===== src/rtl/timer_dev.sv =====
// timer_dev: memory-mapped countdown timer sitting on the CPU data-memory port
// behind the system bridge.
//
// Register window (16 bytes at BASE_ADDR, index = addr[3:2]):
//   0 CTRL   {28'b0, IM, MODE[1:0], EN}
//   1 PRESET reload value
//   2 COUNT  current count (read-only)
//   3 reserved (reads 0, writes ignored)
//
// Ports:
//   clk    system clock, rising edge
//   reset  synchronous, active-high reset
//   addr   byte address from the CPU M stage; bits [1:0] ignored
//   we     write strobe, one cycle per store
//   be     byte enables; be[i] covers wdata[8i+7:8i]
//   wdata  store data
//   rdata  combinational read data, decoded from addr[3:2] only
//   irq    interrupt request, IM & (irq_pend | irq_pulse)
module timer_dev #(
  parameter logic [31:0] BASE_ADDR = 32'h0000_7F00
) (
  input  logic        clk,
  input  logic        reset,
  input  logic [31:0] addr,
  input  logic        we,
  input  logic [3:0]  be,
  input  logic [31:0] wdata,
  output logic [31:0] rdata,
  output logic        irq
);

  typedef enum logic [1:0] {
    S_IDLE = 2'd0,
    S_LOAD = 2'd1,
    S_CNT  = 2'd2,
    S_INT  = 2'd3
  } state_t;

  state_t      state, state_nxt;
  logic        en;
  logic [1:0]  mode;
  logic        im;
  logic [31:0] preset;
  logic [31:0] count, count_nxt;
  logic        irq_pend;
  logic        irq_pulse, irq_pulse_nxt;
  logic        fsm_en_clr;
  logic        fsm_pend_set;

  logic        sel;
  logic [1:0]  idx;
  logic        wr_ctrl;
  logic        wr_preset;
  logic        unused_addr_bits;

  assign sel              = (addr[31:4] == BASE_ADDR[31:4]);
  assign idx              = addr[3:2];
  assign wr_ctrl          = we & sel & (idx == 2'd0);
  assign wr_preset        = we & sel & (idx == 2'd1);
  assign unused_addr_bits = ^addr[1:0];

  // Only MODE==01 reloads; 10 and 11 fall back to one-shot.
  logic auto_reload;
  assign auto_reload = (mode == 2'b01);

  // Read path: purely combinational so a same-cycle read sees the pre-write value.
  always_comb begin
    rdata = 32'h0;
    case (idx)
      2'd0:    rdata = {28'h0, im, mode, en};
      2'd1:    rdata = preset;
      2'd2:    rdata = count;
      default: rdata = 32'h0;
    endcase
  end

  assign irq = im & (irq_pend | irq_pulse);

  // Next-state / datapath decisions for the countdown FSM.
  always_comb begin
    state_nxt     = state;
    count_nxt     = count;
    irq_pulse_nxt = 1'b0;
    fsm_en_clr    = 1'b0;
    fsm_pend_set  = 1'b0;
    case (state)
      S_IDLE: begin
        if (en) state_nxt = S_LOAD;
      end
      S_LOAD: begin
        count_nxt = preset;
        state_nxt = en ? S_CNT : S_IDLE;
      end
      S_CNT: begin
        if (!en) begin
          state_nxt = S_IDLE;
        end else if (count > 32'd1) begin
          count_nxt = count - 32'd1;
        end else begin
          // PRESET of 0 or 1 both expire from here.
          count_nxt = 32'h0;
          state_nxt = S_INT;
        end
      end
      S_INT: begin
        if (auto_reload) begin
          irq_pulse_nxt = 1'b1;
          state_nxt     = S_LOAD;
        end else begin
          fsm_en_clr   = 1'b1;
          fsm_pend_set = 1'b1;
          state_nxt    = S_IDLE;
        end
      end
      default: state_nxt = S_IDLE;
    endcase
  end

  always_ff @(posedge clk) begin
    if (reset) begin
      state     <= S_IDLE;
      count     <= 32'h0;
      irq_pulse <= 1'b0;
    end else begin
      state     <= state_nxt;
      count     <= count_nxt;
      irq_pulse <= irq_pulse_nxt;
    end
  end

  // CTRL: a CPU write to lane 0 overrides the one-shot auto-clear of EN.
  always_ff @(posedge clk) begin
    if (reset) begin
      en   <= 1'b0;
      mode <= 2'b00;
      im   <= 1'b0;
    end else if (wr_ctrl && be[0]) begin
      en   <= wdata[0];
      mode <= wdata[2:1];
      im   <= wdata[3];
    end else if (fsm_en_clr) begin
      en   <= 1'b0;
    end
  end

  always_ff @(posedge clk) begin
    if (reset) begin
      preset <= 32'h0;
    end else if (wr_preset) begin
      for (int i = 0; i < 4; i++) begin
        if (be[i]) preset[8*i +: 8] <= wdata[8*i +: 8];
      end
    end
  end

  // Write-clear from a CTRL/PRESET store beats a same-cycle expiry.
  always_ff @(posedge clk) begin
    if (reset) begin
      irq_pend <= 1'b0;
    end else if (wr_ctrl || wr_preset) begin
      irq_pend <= 1'b0;
    end else if (fsm_pend_set) begin
      irq_pend <= 1'b1;
    end
  end

endmodule

===== config.mk =====
export PLATFORM = sky130hd
export DESIGN_NAME = timer_dev
export DESIGN_NICKNAME = d
export VERILOG_FILES = /design/src/rtl/timer_dev.sv
export SDC_FILE = /design/constraint.sdc
export NUM_CORES = 1
export LEC_CHECK = 0
export BUFFER_PORTS_ARGS = -buffer_cell sky130_fd_sc_hd__buf_4
export CAP_MARGIN = 15
export CORE_UTILIZATION = 49
export DETAILED_ROUTE_END_ITERATION = 6
export PLACE_DENSITY_LB_ADDON = 0.12
export SETUP_SLACK_MARGIN = 0.5
export SLEW_MARGIN = 20
export SYNTH_ARGS = -nofsm -noshare
export SYNTH_HDL_FRONTEND = slang
export SYNTH_SLANG_ARGS = --single-unit

===== constraint.sdc =====
create_clock -name clk -period 2.52 [get_ports clk]
set_input_delay 0.504 -clock clk [delete_from_list [all_inputs] [get_ports clk]]
set_output_delay 0.504 -clock clk [all_outputs]
set_load 0.005 [all_outputs]

-- Word level (Yosys, flattened, before mapping)
Cells that the tools add are included.
- register bits: 72
- logic and storage cells: 58
- output and inout bits: 33
- $lt $le $gt $ge: 1
- equal/unequal tests: 10
- bitwise logic cells: 6
- $add $sub $neg: 1
- muxes and demuxes: 15
- reductions and logical operators: 14
- operators with widths (kind ; number):
    case mux 32 bit (3 select lines) ; 1
    2-to-1 mux 32 bit ; 2
    case mux 32 bit (2 select lines) ; 1
    greater-than comparator 32 x 1 -> 1 bit, second input constant ; 1
    subtractor 32 x 1 -> 32 bit, second input constant ; 1
    == test 28 x 11 -> 1 bit, second input constant ; 1
    AND reduction 2 bit ; 6
    2-to-1 mux 2 bit ; 4
    case mux 2 bit (4 select lines) ; 1
    == test 2 x 1 -> 1 bit, second input constant ; 3
    == test 2 bit, second input constant ; 3
    2-to-1 mux 1 bit ; 6
    AND 1 bit ; 4
    logical NOT 2 bit ; 2
    inequality test 2 bit, second input constant ; 2
    nonzero test 2 bit ; 2
    OR reduction 2 bit ; 2
    inequality test 3 bit, second input constant ; 1
    logical AND 1 bit ; 1
    logical OR 1 bit ; 1
    inverter 1 bit ; 1
    OR 1 bit ; 1

-- Logic depth before layout (Yosys ltp)
- word-level depth: 5
- gate-level depth with buffers: 8

-- Least setup slack after synthesis
No wires, ideal clock.
- path kind: input -> register
- start: input port addr[5]
- end: register preset[16]
- setup time: 0.128 ns
- path buffers: 1
- stages: 6
- data arrival time: 2.473 ns
- slack: -0.081 ns
- cells stage by stage: or4_1 -> or4_4 -> buf_6 -> nor4_4 -> mux2i_1 -> nor2_1
- word-level cells in the longest chain between the ends: 4
- RTL lines (item ; line ; source):
    start, declared ; 24 ; input logic [31:0] addr,
    == test 28 x 11 -> 1 bit ; 56 ; assign sel = (addr[31:4] == BASE_ADDR[31:4]);
    AND 1 bit (2 in a row) ; 59 ; assign wr_preset = we & sel & (idx == 2'd1);
    AND reduction 2 bit (no source line) ; n/a ;
    end signal, assigned by index ; 151 ; if (be[i]) preset[8*i +: 8] <= wdata[8*i +: 8];
    end, declared ; 43 ; logic [31:0] preset;
No other way between the ends.
A chain may end at the register's enable or synchronous reset.

-- Final worst setup path
- start: input port addr[4]
- end: register preset[14]
Same word-level chain as after synthesis.

==> results.sh <==
export IMPL_status="finished clean"
export IMPL_r2r_slack_ns=0.28
export IMPL_ctsHtreeMaxLevel=3
export IMPL_hold_buffers=0
export IMPL_insertedDiodeCount=0
export IMPL_core_area_um2=8380
export IMPL_drv_cap=0
export IMPL_layout_commonest_cell="buf_4"
export IMPL_grt_max_degree=44
export IMPL_die_area_um2=9170
export IMPL_worstMarginPinSlew_ns=0.496
export IMPL_numCtsBuffers=9
export IMPL_synthXorXnorAreaFrac_pct=0
export IMPL_pin_count=104
export IMPL_n_fill_cell=667
export IMPL_vias_per_cell=6.34
export IMPL_cts_buffer_depth=2
export IMPL_min_to="preset[28]$_SDFFE_PP0P_"
export IMPL_worstPathArrival_ns=2.48
export IMPL_cpPeakStageDelay_ns=0.62
export IMPL_gp_routability_congestion=0.906
export IMPL_grt_ovfl_total=0
export IMPL_hold_viol=0
export IMPL_firstDrtPassIters=5
export IMPL_yosys_area_share_simple_pct=28.3
export IMPL_grt_pass1_vias=4454
export IMPL_dp_hpwl_um=9490
export IMPL_rr_endpoint="count[28]$_SDFFE_PP0P_"
export IMPL_final_cell_area_um2=6040
export IMPL_layout_drive_gt1_share_pct=35.8
export IMPL_rows=33
export IMPL_yosys_warnings=0
export IMPL_cp_end_kind="flip-flop"
export IMPL_synth_top_family_by_area="simple AND/OR/NAND/NOR gates"
export IMPL_crit_path_start_kind="input pin"
export IMPL_syn_cell_area_um2=4310
export IMPL_grt_use_total_pct=31.5
export IMPL_yosys_register_bits=72
export IMPL_critPathKind="input pin to flip-flop"
export IMPL_setup_ws_ns=0.268
export IMPL_cts_root_buffer_cell="clkbuf_8"
export IMPL_slew_viol_final=0
export IMPL_clock_fmax_mhz=444
export IMPL_yosysSeqAreaShare_pct=33.4
export IMPL_ant_nets=0
export IMPL_netlist_cell_type_count=56
export IMPL_antenna_found_initial=0
export IMPL_maxSlewHeadroom_pct=66.9
export IMPL_post_dp_cell_area_um2=5470
export IMPL_path_clk_slew_ns=0.08
export IMPL_skew_ns=0.00347
export IMPL_timing_final_crit_share_pct=89.4
export IMPL_syn2layout_area_growth_pct=40.2
export IMPL_leakage_nw=2.54
export IMPL_dp_slack_ns=-0.112
export IMPL_die_w_um=95.8
export IMPL_layout_common_cells="buf_4 (147), dfxtp_1 (65), nor2_1 (58)"
export IMPL_drtIter0Drc=399
export IMPL_synth_compound_area_share_pct=21.7
export IMPL_port_buffers=101
export IMPL_nets=722
export IMPL_grt_first_pass_wirelength_um=22000
export IMPL_finalCriticalPeriod_ns=2.25
export IMPL_ir_drop_v=0.000225
export IMPL_holdPathStages=3
export IMPL_die_h_um=95.8
export IMPL_crit_required_ns=2.75
export IMPL_cts_tree="built"
export IMPL_routed_wl_um=14300
export IMPL_clock_latency_ns=0.35
export IMPL_slowest_stage="or4_4"
export IMPL_syn_nets=593
export IMPL_rsz0062_at_grt="true"
export IMPL_p_per_area_nw_per_um2=377
export IMPL_synth_ff_type="dfxtp_1"
export IMPL_synthAdderAreaFrac_pct=0.581
export IMPL_post_route_util_pct=72.1
export IMPL_clock_sinks=72
export IMPL_async_flop_share_pct=0
export IMPL_route_detailed_drc=0
export IMPL_rr_startpoint="count[12]$_SDFFE_PP0P_"
export IMPL_start_util_pct=51.4
export IMPL_r2r_cells=5
export IMPL_synthMuxAreaShare_pct=9.79
export IMPL_crit_fanout=8
export IMPL_wire_per_inst_um=18.9
export IMPL_syn_inst=520
export IMPL_hp_start="wdata[28]"
export IMPL_setup_violations_final=0
export IMPL_route_vias_total=4811
export IMPL_avgSynthCellArea_um2=8.29
export IMPL_synth_edf_count=0
export IMPL_hold_path_class="input pin to flip-flop"
export IMPL_cp_cell_sequence="buf_4, or4_4, or4_4, nor4_4, buf_12, mux2i_1, nor2_1"
export IMPL_crit_top_cell="or4_4"
## cells by family after synthesis
family          count (synthesis)
compound gates                133
fa+ha+maj                       2
buf+inv                        54
flops                          72
mux                            42
simple gates                  217
## timing repair
item,4_1_cts,5_1_grt
pin swaps,8,6
setup buffers,13,6
endpoints found under the setup margin,94,86
cloned,1,0
resized for setup,18,32
## worst max path at each step
| stage | from | end | slack, ns | cells past startpoint |
|---|---|---|---|---|
| floorplan | addr[5] | preset[16]$_SDFFE_PP0P_ | -0.08 | 6 |
| global placement | addr[5] | preset[24]$_SDFFE_PP0P_ | -0.08 | 7 |
| detailed placement | addr[5] | preset[20]$_SDFFE_PP0P_ | -0.11 | 7 |
| CTS | addr[5] | preset[14]$_SDFFE_PP0P_ | 0.26 | 7 |
| global route | addr[4] | preset[19]$_SDFFE_PP0P_ | 0.19 | 7 |
| finish | addr[4] | preset[14]$_SDFFE_PP0P_ | 0.27 | 7 |
## metrics by stage
step / power, mW / TNS, ns / hold slack, ns / instances
global route: 2.33 / 0 / 0.379 / 759
CTS: 2.27 / 0 / 0.383 / 753
finish: 2.28 / 0 / 0.380 / 759
global placement: 1.32 / -2.32 / 0.484 / 723
detailed placement: 1.32 / -3.37 / 0.490 / 723
floorplan: 1.22 / -2.58 / 0.458 / 520
## cell usage after synthesis, drive strengths merged (4+ instances only)
master	count	area share (%)
nand2	34	3.1
a21oi	27	3.1
a31oi	19	2.8
nor2	60	5.2
a211oi	4	0.70
o22ai	8	1.2
inv	8	0.70
o21ai	13	1.5
nand2b	8	1.2
nand3b	6	1.0
nor4	23	5.4
o31a	4	0.81
mux2i	41	9.5
a22o	28	5.7
nand4	6	1.0
clkbuf	40	3.5
nor2b	6	0.87
dfxtp	72	33
or3	9	1.3
bufinv	4	1.6
or4	5	0.96
nand3	24	2.8
a32oi	6	1.2
and3	9	1.3
nor3	17	2.0
## critical path, delay by kind of cell
family | cells | cell delay [ns]
AND/OR/NAND/NOR | 4 | 1.49
buffers and inverters | 2 | 0.29
multiplexers | 1 | 0.19
## state kept, by name, summed over array words and instances, names as in the netlist
| signal | cells |
|---|---|
| count | 32 |
| en | 1 |
| im | 1 |
| irq_pend | 1 |
| irq_pulse | 1 |
| mode | 2 |
| preset | 32 |
| state | 2 |
## metal layers
metal  share of wire [%]  track usage, %  vias to the layer above
met1                  41            40.2                     2294
met3                 7.7            4.50                       44
met4                 3.4            13.9                        0
met2                  48            52.6                      249
li1                    -               -                     2224
met5                   0               0                        -
## final cells by class
class / instances / area (µm²) / share of cell area (%)
Tap cell: 105 / 131 / 2.17
Multi-Input combinational cell: 395 / 2860 / 47.4
Inverter: 12 / 103 / 1.70
Clock inverter: 3 / 40.0 / 0.663
Timing Repair Buffer: 159 / 1290 / 21.4
Sequential cell: 72 / 1460 / 24.1
Clock buffer: 13 / 159 / 2.63
## power breakdown
part           total, mW  internal, mW   switching, mW
Clock              0.973         0.510           0.463
Combinational      0.169        0.0966          0.0721
Sequential          1.13          1.13  0.000000000238
Total               2.28          1.74           0.535
(Power assumes the default switching activity.)
